===== config.mk =====
export PLATFORM = sky130hd
export DESIGN_NAME = sprite_rom_arbiter
export DESIGN_NICKNAME = d
export VERILOG_FILES = /design/src/rtl/sprite_rom_arbiter.sv
export SDC_FILE = /design/constraint.sdc
export NUM_CORES = 1
export LEC_CHECK = 0
export CAP_MARGIN = 15
export CORE_ASPECT_RATIO = 0.8
export CORE_UTILIZATION = 35
export CTS_BUF_LIST = sky130_fd_sc_hd__clkbuf_16
export DETAILED_ROUTE_END_ITERATION = 8
export SLEW_MARGIN = 40
export SYNTH_ARGS = -nofsm -noshare
export SYNTH_HDL_FRONTEND = slang
export SYNTH_SLANG_ARGS = --single-unit

===== constraint.sdc =====
create_clock -name vga_clk -period 9.1 [get_ports vga_clk]
set_input_delay 2.73 -clock vga_clk [delete_from_list [all_inputs] [get_ports vga_clk]]
set_output_delay 2.73 -clock vga_clk [all_outputs]
set_load 0.02 [all_outputs]

===== src/rtl/sprite_rom_arbiter.sv =====
// rtl/sprite_rom_arbiter.sv - sprite ROM arbiter with pixel priority, round-robin, tagged return, starvation flags
module sprite_rom_arbiter #(
  parameter int NUM_REQ  = 4,
  parameter int AW       = 13,
  parameter int DW       = 3,
  parameter int ROM_LAT  = 1,
  parameter int MAX_WAIT = 64
) (
  input  logic                    vga_clk,
  input  logic                    reset_n,
  input  logic                    blank,
  input  logic [NUM_REQ-1:0]      req,
  input  logic [NUM_REQ*AW-1:0]   addr,
  output logic [NUM_REQ-1:0]      gnt,
  output logic [AW-1:0]           rom_addr,
  output logic                    rom_rd,
  input  logic [DW-1:0]           rom_q,
  output logic [NUM_REQ-1:0]      rvalid,
  output logic [DW-1:0]           rdata,
  output logic [NUM_REQ-1:0]      starve,
  input  logic                    starve_clr
);

  localparam int IW = (NUM_REQ > 1) ? $clog2(NUM_REQ) : 1;
  localparam int CW = $clog2(MAX_WAIT + 1);

  // Round-robin pointer: index of the last requester served by the rotating search
  logic [IW-1:0]      r_rr_ptr;

  // Return-path tag pipe, one {valid, index} entry per cycle of ROM latency
  logic               r_tag_vld [ROM_LAT];
  logic [IW-1:0]      r_tag_idx [ROM_LAT];

  // Starvation bookkeeping
  logic [CW-1:0]      r_wait_cnt [NUM_REQ];
  logic [NUM_REQ-1:0] r_starve;

  // Arbitration results
  logic [NUM_REQ-1:0] w_gnt;
  logic               w_gnt_any;
  logic               w_rr_gnt;
  logic [IW-1:0]      w_gnt_idx;
  logic [IW:0]        w_sum;
  logic [IW-1:0]      w_scan_idx;
  logic [NUM_REQ-1:0] w_starve_set;

  // Grant selection: pixel pipe wins while visible, otherwise rotate from rr_ptr+1
  always_comb begin
    w_gnt      = '0;
    w_gnt_any  = 1'b0;
    w_rr_gnt   = 1'b0;
    w_gnt_idx  = '0;
    w_sum      = '0;
    w_scan_idx = '0;
    if (reset_n) begin
      if (blank && req[0]) begin
        w_gnt[0]  = 1'b1;
        w_gnt_any = 1'b1;
      end else begin
        for (int k = 1; k <= NUM_REQ; k++) begin
          w_sum = {1'b0, r_rr_ptr} + (IW+1)'(k);
          if (w_sum >= (IW+1)'(NUM_REQ)) begin
            w_sum = w_sum - (IW+1)'(NUM_REQ);
          end
          w_scan_idx = w_sum[IW-1:0];
          if (!w_gnt_any && req[w_scan_idx]) begin
            w_gnt[w_scan_idx] = 1'b1;
            w_gnt_idx         = w_scan_idx;
            w_gnt_any         = 1'b1;
            w_rr_gnt          = 1'b1;
          end
        end
      end
    end
  end

  assign gnt    = w_gnt;
  assign rom_rd = w_gnt_any;

  // ROM address mux: address of the granted requester, zero when idle
  always_comb begin
    rom_addr = '0;
    for (int i = 0; i < NUM_REQ; i++) begin
      if (w_gnt[i]) begin
        rom_addr = addr[i*AW +: AW];
      end
    end
  end

  // Pointer advances only on rotating grants; priority grants leave fairness untouched
  always_ff @(posedge vga_clk or negedge reset_n) begin
    if (!reset_n) begin
      r_rr_ptr <= IW'(NUM_REQ - 1);
    end else if (w_rr_gnt) begin
      r_rr_ptr <= w_gnt_idx;
    end
  end

  // Tag pipe shifts every cycle so returns line up with the ROM's fixed latency
  always_ff @(posedge vga_clk or negedge reset_n) begin
    if (!reset_n) begin
      for (int s = 0; s < ROM_LAT; s++) begin
        r_tag_vld[s] <= 1'b0;
        r_tag_idx[s] <= '0;
      end
    end else begin
      r_tag_vld[0] <= w_gnt_any;
      r_tag_idx[0] <= w_gnt_idx;
      for (int s = 1; s < ROM_LAT; s++) begin
        r_tag_vld[s] <= r_tag_vld[s-1];
        r_tag_idx[s] <= r_tag_idx[s-1];
      end
    end
  end

  // Decode the oldest tag into a one-hot return strobe
  always_comb begin
    rvalid = '0;
    if (reset_n && r_tag_vld[ROM_LAT-1]) begin
      rvalid[r_tag_idx[ROM_LAT-1]] = 1'b1;
    end
  end

  assign rdata = rom_q;

  // A waiting requester becomes starved on the edge its count reaches MAX_WAIT
  always_comb begin
    w_starve_set = '0;
    for (int i = 0; i < NUM_REQ; i++) begin
      w_starve_set[i] = req[i] && !w_gnt[i] && (r_wait_cnt[i] >= CW'(MAX_WAIT - 1));
    end
  end

  // Wait counters: count unserved cycles, saturate, restart on grant or withdrawal
  always_ff @(posedge vga_clk or negedge reset_n) begin
    if (!reset_n) begin
      for (int i = 0; i < NUM_REQ; i++) begin
        r_wait_cnt[i] <= '0;
      end
    end else begin
      for (int i = 0; i < NUM_REQ; i++) begin
        if (!req[i] || w_gnt[i]) begin
          r_wait_cnt[i] <= '0;
        end else if (r_wait_cnt[i] != CW'(MAX_WAIT)) begin
          r_wait_cnt[i] <= r_wait_cnt[i] + CW'(1);
        end
      end
    end
  end

  // Sticky starvation flags; a fresh set overrides a simultaneous clear
  always_ff @(posedge vga_clk or negedge reset_n) begin
    if (!reset_n) begin
      r_starve <= '0;
    end else begin
      r_starve <= (starve_clr ? '0 : r_starve) | w_starve_set;
    end
  end

  assign starve = r_starve;

endmodule


# ---- Word-level counts from Yosys, hierarchy flattened
# Cells that the tools add are included.
dict set report totals {
  reg_bits 37
  wordCells 163
  inputBits 63
  out_inout_bits 29
}
dict set report op_classes {
  n_eq_ne 4
  n_reduce_logical 37
  muxes 80
  n_addsub 12
  n_bitwise 4
  order_cmp 18
}
# op count
set ops {}
lappend ops {{two-way mux 7 bit} 8}
lappend ops {{two-way mux 13 bit} 4}
lappend ops {{two-way mux 4 bit} 13}
lappend ops {{two-way mux 2 bit} 18}
lappend ops {{adder 7 x 1 -> 7 bit, second input constant} 4}
lappend ops {{greater-or-equal comparator 7 x 6 -> 1 bit, second input constant} 4}
lappend ops {{inequality test 7 bit, second input constant} 4}
lappend ops {{two-way mux 1 bit} 27}
lappend ops {{logical AND 1 bit} 18}
lappend ops {{OR 4 bit} 4}
lappend ops {{less-than comparator 2 x 3 -> 1 bit, second input constant} 5}
lappend ops {{greater-or-equal comparator 3 bit, second input constant} 4}
lappend ops {{logical NOT 1 bit} 11}
lappend ops {{demux 1 bit (select 2 bit)} 5}
lappend ops {{greater-or-equal comparator 2 x 1 -> 1 bit, second input constant} 5}
lappend ops {{binary-select mux 1 bit (select 2 bit)} 4}
lappend ops {{nonzero test 2 bit} 4}
lappend ops {{subtractor 2 x 1 -> 2 bit, second input constant} 4}
lappend ops {{adder 2 x 2 -> 3 bit, second input constant} 2}
lappend ops {{logical OR 1 bit} 4}
lappend ops {{adder 2 x 1 -> 3 bit, second input constant} 1}
lappend ops {{adder 2 x 3 -> 3 bit, second input constant} 1}
lappend ops {{two-way mux 3 bit} 1}

# ---- Depth between registers and ports, before layout
dict set report logic_depth {
  ltp_word 29
  depth_mapped 13
  mapped_depth_nobuf 8
}

# ---- Worst setup path after synthesis
# No wires, ideal clock.
dict set report synth_timing {
  kind {input to output}
  from {input req[1]}
  to {output rom_addr[10]}
  arrival_ns 5.050
  cell_stages 8
  setup_slack_ns 1.320
  required_time_ns 6.370
  path_buffers 2
  path_cell_list {buf_2 mux4_2 inv_1 nand2_1 o2bb2ai_1 clkbuf_1 a311oi_1 o31ai_1}
}
dict set report synth_between {
  elab_chain_cells 24
  elab_cells_between_ends 43
  classes_between {mux (34); bitwise (3); reduce/logical (6)}
}
# item line
set synth_rtl {}
lappend synth_rtl {{start: declaration} 12} ;# input logic [NUM_REQ-1:0] req,
lappend synth_rtl {{binary-select mux 1 bit (select 2 bit)} 66} ;# if (!w_gnt_any && req[w_scan_idx]) begin
lappend synth_rtl {{two-way mux 1 bit (implied by the code)} 66}
lappend synth_rtl {{two-way mux 1 bit} 66}
lappend synth_rtl {{two-way mux 1 bit} 56} ;# if (blank && req[0]) begin
lappend synth_rtl {{two-way mux 1 bit} 55} ;# if (reset_n) begin
lappend synth_rtl {{logical NOT 1 bit} 66}
lappend synth_rtl {{logical AND 1 bit} 66}
lappend synth_rtl {{two-way mux 1 bit} 66}
lappend synth_rtl {{[6 not listed]} --}
lappend synth_rtl {{two-way mux 1 bit} 55}
lappend synth_rtl {{logical NOT 1 bit} 66}
lappend synth_rtl {{logical AND 1 bit} 66}
lappend synth_rtl {{two-way mux 4 bit (*)} 66}
lappend synth_rtl {{two-way mux 1 bit (*)} 56}
lappend synth_rtl {{two-way mux 4 bit (*)} 55}
lappend synth_rtl {{via gnt[0]} 14} ;# output logic [NUM_REQ-1:0] gnt,
lappend synth_rtl {{two-way mux 13 bit (*) (4 in a row)} 84} ;# if (w_gnt[i]) begin
lappend synth_rtl {{end: declaration} 15} ;# output logic [AW-1:0] rom_addr,
# The timed path passes the listed nets; every way through them passes the cells marked *. The select of a mux whose other input is x is not followed.

# ---- Worst setup path in the final report
dict set report layout_timing {
  from {input req[3]}
  to {output rom_addr[8]}
}
dict set report layout_between {
  elab_chain_cells 24
  elab_cells_between_ends 43
  classes_between {mux (34); bitwise (3); reduce/logical (6)}
}
# item line
set layout_rtl {}
lappend layout_rtl {{binary-select mux 1 bit (select 2 bit)} 66}
lappend layout_rtl {{two-way mux 1 bit (implied by the code)} 66}
lappend layout_rtl {{two-way mux 1 bit} 66}
lappend layout_rtl {{two-way mux 1 bit} 56}
lappend layout_rtl {{two-way mux 1 bit} 55}
lappend layout_rtl {{logical NOT 1 bit} 66}
lappend layout_rtl {{logical AND 1 bit} 66}
lappend layout_rtl {{two-way mux 1 bit} 66}
lappend layout_rtl {{[6 not listed]} --}
lappend layout_rtl {{two-way mux 1 bit} 55}
lappend layout_rtl {{logical NOT 1 bit} 66}
lappend layout_rtl {{logical AND 1 bit} 66}
lappend layout_rtl {{two-way mux 4 bit (*)} 66}
lappend layout_rtl {{two-way mux 1 bit} 56}
lappend layout_rtl {{two-way mux 4 bit (*)} 55}
lappend layout_rtl {{two-way mux 13 bit (3 in a row)} 84}
lappend layout_rtl {{two-way mux 13 bit (*)} 84}
# Mark *: on every way between the ends. The rest lies on a longest branch, timed or not. The select of a mux whose other input is x is not followed.

==> results.cfg <==
[outcome]
outcome = finished, final reports clean

[layout]
diodes = 0
drive_gt1_frac = 0.0794
area_delta_synth_final_pct = 34.5
final_nets = 544

[synthesis]
synth_flop_cell = dfrtp_1
avgSynthCellArea_um2 = 8.29
synth_edf_count = 0
ys_top_cells_by_area = dfrtp_1, ha_1, xor2_1
yosysWarnings = 0
seq_area_frac_synth = 0.289
ys_types = 55
netlist_area_um2 = 3220
synthMostInstantiatedCell = nand2_1
synth_top_family_by_area = compound AO/OA/AOI/OAI gates
yosys.area.top_type = dfrtp_1
netlist.area_leader.share = 0.272
syn-num-nets = 467
synth_cells = 388
synthMuxAreaShare = 0.0366
ys_ff_latch = 37
synthSimpleGateAreaFrac = 0.223
synth_compound_area_frac = 0.253
async_reset_ff_frac = 1.00
synthAdderAreaFrac = 0.0622
synth_xor_xnor_area_share = 0.0681
synth_common_cells = nand2_1, nor2_1, dfrtp_1

[routing]
drc_errors = 0
ant_nets = 0
routed_via_density = 5.51
first_pass_iters = 4
routed_wl_um = 8930
vias = 3185
routedWlPerCell_um = 15.4
first_iter_violations = 258

[worst_setup_path]
critPathSlowestCell = mux4_2
path_cells = clkdlybuf4s50_1 > mux4_2 > a21oi_1 > a211o_1 > and3_1 > nor3_1 > o31ai_1 > clkdlybuf4s50_1
cp-start-kind = primary input
worst-path-max-fanout = 14
cp_num_buf_inv = 2
criticalPathCategory = primary input to primary output
crit_top_cell = clkdlybuf4s50_1
critPathRequiredTime_ps = 6370
end_kind = primary output
cp.arrival_ps = 5950
slowest_delay_ps = 670
path_delay_family = buffers and inverters

[power]
seqPwrFrac = 0.220
p_clk_frac = 0.170
pwr-share-comb = 0.610
p_leak_nw = 1.72
power.density_nw_per_um2 = 256
swShare = 0.443
p_int_mw = 0.616
power_switching_mw = 0.491
irDropWorstVdd_uv = 135

[global_route]
grt_max_degree = 43
grt_use_met2 = 0.293
gr-usage-met1 = 0.279
grt_pass1_vias = 2880
track_usage = 0.188
grt_pass1_wl_um = 14400
antenna_found_initial = 0
grt_overflow = 0
grt_busiest_layer = met2
grtUsageMet3 = 0.0238

[timing]
rsz0062_at_grt = false
min_period_ps = 8680
final-setup-viol-count = 0
worst_slew_pin_slew_ps = 615
fmax_ghz = 0.115
whs_ps = 532
slew_headroom = 0.590
fin_tns_setup_ps = 0
post-route-period-util = 0.954
finalMaxSlewViolations = 0
hold_violations = 0
finalClockSkew_ps = 6.35

[clock_tree]
cts.htree.levels = 2
cts_buffers = 5
cts.repair.resized = 0
tritoncts = yes
path_clk_slew_ps = 60
cts.sinks = 37
cts_hold_buf = 0
worstSkewPairLatency_ps = 270
post-cts-setup-buffer-count = 0
cts_root_buffer = clkbuf_16
clockBufferDepth = 2

[place]
place_hpwl_um = 6690
place_congestion = 0.828
port_buffers = 85

[die]
die_w_um = 109
start_util = 0.369
coreArea_um2 = 8710
io_pins = 92
die-area_um2 = 9580
rows = 30
dieHeight_um = 87.8

[worst_hold_path]
hold_path.class = flip-flop to flip-flop

[flow_run]
max_cap_violations = 0
[registers in the layout, summed over array words and instances, names as in the netlist]
name	cells
r_rr_ptr	2
r_tag_idx	2
r_tag_vld	1
r_wait_cnt	28
starve	4
[cell usage in the layout (no fill, tap or decap), types with 2 or more instances in the layout]
cell type        instances
clkbuf_16                5
a31oi_1                  5
nand3_1                 17
o31ai_1                 15
a21o_1                   6
o32ai_1                  2
buf_4                   14
o221ai_1                 2
nand2_1                 40
o311ai_1                 2
nor3_1                  25
inv_1                   22
xor2_1                  18
and3_1                   5
dfrtp_1                 35
a311oi_1                12
o21ai_2                  2
o22ai_1                  5
nand3b_1                 6
o21ai_0                 17
dfstp_2                  2
a32oi_1                  2
mux4_2                   3
nor4b_1                  3
xnor2_1                  7
ha_1                    16
o211ai_1                 2
nor2_1                  36
a21oi_1                  9
o311ai_0                11
clkdlybuf4s50_1         84
mux2i_1                  5
nand2b_1                 7
[path summary, 6_finish.rpt]
| check | start | depth (start not counted) | end | slack, ps |
|---|---|---|---|---|
| max | req[3] | 8 | rom_addr[8] | 420 |
| min | starve[0] | 2 | starve[0] | 530 |
| max reg2reg | r_rr_ptr[0] | 7 | starve[2] | 5670 |
| min reg2reg | starve[0] | 2 | starve[0] | 530 |
| max in group asynchronous | reset_n | 2 | r_rr_ptr[0] | 6180 |
| min in group asynchronous | reset_n | 2 | r_wait_cnt[4] | 2540 |
[power by group through the flow]
| stage | sequential, mW | combinational [mW] | clock, mW |
|---|---|---|---|
| 6_report | 0.244 | 0.675 | 0.188 |
| 5_1_grt | 0.252 | 0.731 | 0.198 |
| 2_1_floorplan | 0.220 | 0.463 | 0 |
| 4_1_cts | 0.244 | 0.678 | 0.192 |
| 3_5_place_dp | 0.246 | 0.674 | 0 |
| 3_3_place_gp | 0.246 | 0.671 | 0 |
[cell families (layout without fill, tap and decap cells)]
kind of cell,Yosys count,after routing
AO/OA/AOI/OAI,104,104
XOR/XNOR,25,25
adder cells (fa/ha/maj),16,16
buffers and inverters,50,128
flip-flops,37,37
multiplexers,8,8
AND/OR/NAND/NOR,148,148
[per-stage QoR]
stage / setup WS, ps / instances / instance area, µm² / power, mW / util
2_1_floorplan: 1320 / 388 / 3220 / 0.683 / -
3_3_place_gp: 463 / 570 / 4170 / 0.917 / 0.478
3_5_place_dp: 439 / 570 / 4170 / 0.920 / 0.478
4_1_cts: 424 / 578 / 4330 / 1.11 / 0.497
5_1_grt: 239 / 578 / 4330 / 1.18 / 0.497
6_report: 419 / 578 / 4330 / 1.11 / 0.497
[metal layers]
layer | wire, µm | up-vias
li1 | - | 1579
met1 | 4400 | 1544
met2 | 4260 | 58
met3 | 237 | 4
met4 | 25 | 0
met5 | 0 | -
[layout make-up]
class,instances,area [µm²]
Clock buffer,5,125
Clock inverter,3,37.5
Fill cell,820,4380
Inverter,21,78.8
Multi-Input combinational cell,301,2070
Sequential cell,37,928
Tap cell,112,140
Timing Repair Buffer,99,951
[tightest hold or removal path: stages (launching register included)]
cell and delay [ps]:
dfrtp_1 370, inv_1 50, o22ai_1 60
Power figures use the tool's default switching activity.
